## src/rtl/uart_pkg.sv

```systemverilog
// Shared UART definitions: byte width and TX arbiter state encoding.
// Constants only; no timing or flow-control behaviour of its own.
package uart_pkg;

    localparam int UART_W = 8;

    localparam logic [1:0] ARB_IDLE = 2'd0;
    localparam logic [1:0] ARB_SEND = 2'd1;
    localparam logic [1:0] ARB_GAP  = 2'd2;

    typedef enum logic [1:0] {
        ST_IDLE = ARB_IDLE,
        ST_SEND = ARB_SEND,
        ST_GAP  = ARB_GAP
    } arb_state_t;

endpackage

```

## src/rtl/rr_pick.sv

```systemverilog
// Round-robin picker: first set request at or after ptr, wrapping modulo N.
// Purely combinational (0 cycles); no flow control.
module rr_pick #(
    parameter  int N  = 4,
    localparam int PW = $clog2(N)
) (
    input  logic [N-1:0]  req,
    input  logic [PW-1:0] ptr,
    output logic [N-1:0]  pick,
    output logic          any
);

    logic [N-1:0] rot;
    logic [N-1:0] rot_pick;

    // Explicit compare instead of modulo so N need not be a power of two.
    function automatic logic [PW-1:0] wrap(input logic [PW-1:0] p, input int k);
        int s;
        s = int'(p) + k;
        if (s >= N) begin
            s = s - N;
        end
        return PW'(s);
    endfunction

    always_comb begin
        rot  = '0;
        pick = '0;
        for (int k = 0; k < N; k++) begin
            rot[k] = req[wrap(ptr, k)];
        end
        rot_pick = rot & (~rot + N'(1));
        for (int k = 0; k < N; k++) begin
            pick[wrap(ptr, k)] = rot_pick[k];
        end
    end

    assign any = |req;

endmodule

```

## src/rtl/uart_tx_arb.sv

```systemverilog
// Packet-atomic round-robin arbiter feeding the uart TX path; 1 cycle request-to-grant, strobe 1 cycle after accept.
// Back-pressure: req_ready held low while uart_tx_full; at most one byte every 2 cycles.
module uart_tx_arb
    import uart_pkg::*;
#(
    parameter int N_REQ     = 4,
    parameter int MAX_BURST = 16
) (
    input  logic                      clk,
    input  logic                      rst_n,
    input  logic [N_REQ-1:0]          req_valid,
    input  logic [UART_W*N_REQ-1:0]   req_data,
    input  logic [N_REQ-1:0]          req_last,
    output logic [N_REQ-1:0]          req_ready,
    input  logic                      uart_tx_full,
    output logic                      uart_tx_start,
    output logic [UART_W-1:0]         uart_tx_data_in,
    output logic [N_REQ-1:0]          grant,
    output logic                      busy
);

    localparam int PW = $clog2(N_REQ);
    localparam int CW = $clog2(MAX_BURST + 1);

    arb_state_t        state;
    logic [PW-1:0]     ptr;
    logic [CW-1:0]     cnt;
    logic              rel;

    logic [N_REQ-1:0]  pick;
    logic              pick_any;
    logic [PW-1:0]     g_idx;
    logic [PW-1:0]     nxt_ptr;
    logic [UART_W-1:0] g_data;
    logic              g_valid;
    logic              g_last;
    logic [CW-1:0]     cnt_inc;

    rr_pick #(.N(N_REQ)) u_pick (
        .req  (req_valid),
        .ptr  (ptr),
        .pick (pick),
        .any  (pick_any)
    );

    always_comb begin
        g_idx  = '0;
        g_data = '0;
        for (int i = 0; i < N_REQ; i++) begin
            if (grant[i]) begin
                g_idx  = PW'(i);
                g_data = req_data[i*UART_W +: UART_W];
            end
        end
    end

    assign g_valid = |(grant & req_valid);
    assign g_last  = |(grant & req_last);
    assign cnt_inc = cnt + CW'(1);
    // Releasing owner drops to lowest priority for the next pick.
    assign nxt_ptr = (g_idx == PW'(N_REQ - 1)) ? '0 : g_idx + PW'(1);

    assign req_ready = (state == ST_SEND && !uart_tx_full) ? (grant & req_valid) : '0;
    assign busy      = (state != ST_IDLE);

    always_ff @(posedge clk or negedge rst_n) begin
        if (!rst_n) begin
            state           <= ST_IDLE;
            grant           <= '0;
            ptr             <= '0;
            cnt             <= '0;
            rel             <= 1'b0;
            uart_tx_start   <= 1'b0;
            uart_tx_data_in <= '0;
        end else begin
            uart_tx_start <= 1'b0;
            case (state)
                ST_IDLE: begin
                    if (pick_any) begin
                        grant <= pick;
                        cnt   <= '0;
                        state <= ST_SEND;
                    end
                end
                ST_SEND: begin
                    if (!g_valid) begin
                        grant <= '0;
                        ptr   <= nxt_ptr;
                        state <= ST_IDLE;
                    end else if (!uart_tx_full) begin
                        uart_tx_data_in <= g_data;
                        uart_tx_start   <= 1'b1;
                        cnt             <= cnt_inc;
                        rel             <= g_last || (cnt_inc == CW'(MAX_BURST));
                        state           <= ST_GAP;
                    end
                end
                ST_GAP: begin
                    if (rel) begin
                        grant <= '0;
                        ptr   <= nxt_ptr;
                        state <= ST_IDLE;
                    end else begin
                        state <= ST_SEND;
                    end
                end
                default: begin
                    grant <= '0;
                    state <= ST_IDLE;
                end
            endcase
        end
    end

endmodule

```

## config.mk

```make
export PLATFORM = sky130hd
export DESIGN_NAME = uart_tx_arb
export DESIGN_NICKNAME = d
export VERILOG_FILES = /design/src/rtl/uart_pkg.sv /design/src/rtl/rr_pick.sv /design/src/rtl/uart_tx_arb.sv
export SDC_FILE = /design/constraint.sdc
export NUM_CORES = 1
export LEC_CHECK = 0
export CORE_AREA = 8 8 78 80
export CTS_CLUSTER_DIAMETER = 150
export DETAILED_ROUTE_END_ITERATION = 7
export DIE_AREA = 0 0 86 88
export GPL_ROUTABILITY_DRIVEN = 0
export GPL_TIMING_DRIVEN = 0
export PLACE_DENSITY = 0.73
export SYNTH_ARGS = -nofsm -noshare
export SYNTH_HDL_FRONTEND = slang
export SYNTH_SLANG_ARGS = --single-unit
```

## constraint.sdc

```tcl
create_clock -name clk -period 5.6 [get_ports clk]
set_input_delay 1.12 -clock clk [delete_from_list [all_inputs] [get_ports clk]]
set_output_delay 1.12 -clock clk [all_outputs]
set_load 0.01 [all_outputs]
```

==> out/results.ini <==
[routing]
drt-initial-drc-count=94
routed_wl_um=5290
first_pass_iters=4
num_vias=1757
drc_errors=0
ant_nets=0
wl_per_cell_um=16.0
vias_per_cell=5.31

[power_and_ir_drop]
power_frac_comb_pct=62.1
powerDensity_nw_per_um2=448
power.switching_w=0.000481
p_sw_share_pct=45.0
vdd_drop_max_v=0.000180
p_leak_nw=0.917
clockPowerShare_pct=10.1
p_int_w=0.000587
seqPwrFrac_pct=27.8

[logic_synthesis]
netlist_top_cells_area=dfrtp_1 (35%), a21oi_1 (8.2%), nor2_1 (6.6%)
synth.net_count=247
ys.warnings.count=0
yosys-top-cells-count=nor2_1 (29), a21oi_1 (27), dfrtp_1 (23)
yosysMostFrequentCell=nor2_1
synthArstFlopShare_pct=100
synth_area_leader_cell=dfrtp_1
syn_area_per_cell_um2=8.36
ys_ff_latch=23
synth_top_area_share_pct=34.9
synth.distinct_cells=36
netlist_area_um2=1650
yosysSeqAreaShare_pct=34.9
synth_edf_count=0
syn_inst=197
synth_ff_type=dfrtp_1

[floorplan]
dieArea_um2=7570
fp.dieH_um=88
core_area_um2=4910
fp-row-count=26
pin_count=61
initial_utilization_pct=33.5
dieWidth_um=86

[sta]
finalHoldViolCount=0
max_freq_ghz=0.254
tightest_slew_ns=1.08
fin_tns_setup_ns=0
fin_crit_ns=3.94
slew_headroom_pct=27.7
clock-skew-final_ns=0.00139
drv_slew=0
rsz0062_at_grt=no
setup-violations-final=0
fin_crit_sh_pct=70.3

[global_route]
antenna_found_initial=0
grt_start_max_net_pins=24
grt_pass1_vias=1662
overflow=0
grt_first_pass_wirelength_um=8320
grtUsageTotal_pct=13.9

[job]
drv_cap=0

[final_layout]
fin_util_pct=48.5
insertedDiodeCount=0
layout.nets=312
area_growth_pct=44.5
drive_gt1_share_pct=4.21
postLayoutCellArea_um2=2380

[worst_setup_path]
cp_data_arrival_time_ns=2.82
end_kind=output pin
critPathLaunchType=input pin
cp.required_ns=4.48
critPathMaxFanout=7
crit_type=input pin to output pin

[clock_tree]
clk_latency_ns=0.27
htree_levels=1
cts_sinks=23
cts_root_buf=clkbuf_8
hold_buffers=0
cts_tree=yes
post_cts_buffers=0
path_clk_slew_ns=0.08
cts_buffers=3
cts_resized=0
clk_path_buf_depth=2

[outcome]
outcome=finished, final reports clean

[placed_design]
hpwl_um=4010
dpl-instance-area_um2=2340
numPortBuffers=60

[worst_hold_path]
hold_path.class=flip-flop to flip-flop

[routing by layer]
layer	GRT usage (%)	part of all wire, %
met1	17.4	42
met2	22.5	50
met3	3.56	7.4
met5	0	0
met4	4.46	0.76
[final cells by class]
cell class              instances  area [um2]
flip-flops and latches         23         576
clock buffers                   4        45.0
well taps                      70        87.6
multi-input cells             155         991
fillers                       475        2530
plain buffers                  10        47.5
inverters                       9        33.8
repair buffers                 60         601
[final timing paths]
kind                                                 from  slack [ns]  cells after the start                              to
min                        uart_tx_data_in[5]$_DFFE_PN0P_        0.54                      2  uart_tx_data_in[5]$_DFFE_PN0P_
max in group asynchronous                           rst_n        3.52                      1              cnt[4]$_DFFE_PN0P_
min reg2reg                uart_tx_data_in[5]$_DFFE_PN0P_        0.54                      2  uart_tx_data_in[5]$_DFFE_PN0P_
max reg2reg                            ptr[0]$_DFFE_PN0P_        3.03                      8            grant[0]$_DFFE_PN0P_
max                                          uart_tx_full        1.66                      5                    req_ready[1]
min in group asynchronous                           rst_n        1.43                      1            grant[3]$_DFFE_PN0P_
[layout by cell type, fill, tap and decap left out, types with 4 or more instances in the layout]
master	instances
clkdlybuf4s50_1	60
nor2_1	29
a21oi_1	27
dfrtp_1	23
nand2_1	14
nor3_1	12
a221oi_1	9
inv_1	8
clkbuf_1	8
a22oi_1	8
o21ai_0	8
ha_1	7
a31oi_1	5
nand3_1	5
a22o_1	4
[state kept, by name, summed over array words and instances, names as in the netlist]
name             flops
rel                  1
grant                4
ptr                  2
uart_tx_start        1
cnt                  5
state                2
uart_tx_data_in      8
[worst max-delay path, cell delays in order]
cell and delay [ns]:
clkdlybuf4s50_1 0.45, or3_1 0.31, clkbuf_1 0.19, nor2_1 0.18, clkdlybuf4s50_1 0.56
[power groups by stage]
| stage | sequential [W] | clock [W] | combinational (W) |
|---|---|---|---|
| after CTS | 0.000295 | 0.000112 | 0.000665 |
| final | 0.000297 | 0.000108 | 0.000663 |
| after floorplan | 0.000304 | 0 | 0.000401 |
| after global routing | 0.000307 | 0.000121 | 0.000735 |
| after global placement | 0.000297 | 0 | 0.000653 |
| after detailed placement | 0.000300 | 0 | 0.000662 |
[per-stage QoR]
stage	hold slack (ns)	setup slack, ns	total power, W	std cells
floorplan	0.493	2.72	0.000706	197
global placement	0.511	1.66	0.000950	327
detailed placement	0.527	1.67	0.000961	327
CTS	0.547	1.66	0.00107	331
global route	0.567	1.59	0.00116	331
finish	0.539	1.66	0.00107	331
[cell families after synthesis]
logic type	after synthesis	synth area share (%)
adder cells (fa/ha/maj)	7	5.31
AO/OA/AOI/OAI	70	27.3
flip-flops	23	34.9
XOR/XNOR	2	1.06
multiplexers	5	6.61
buffers and inverters	19	4.94
AND/OR/NAND/NOR	71	19.9
No activity file was read; power rests on OpenSTA's default activity.
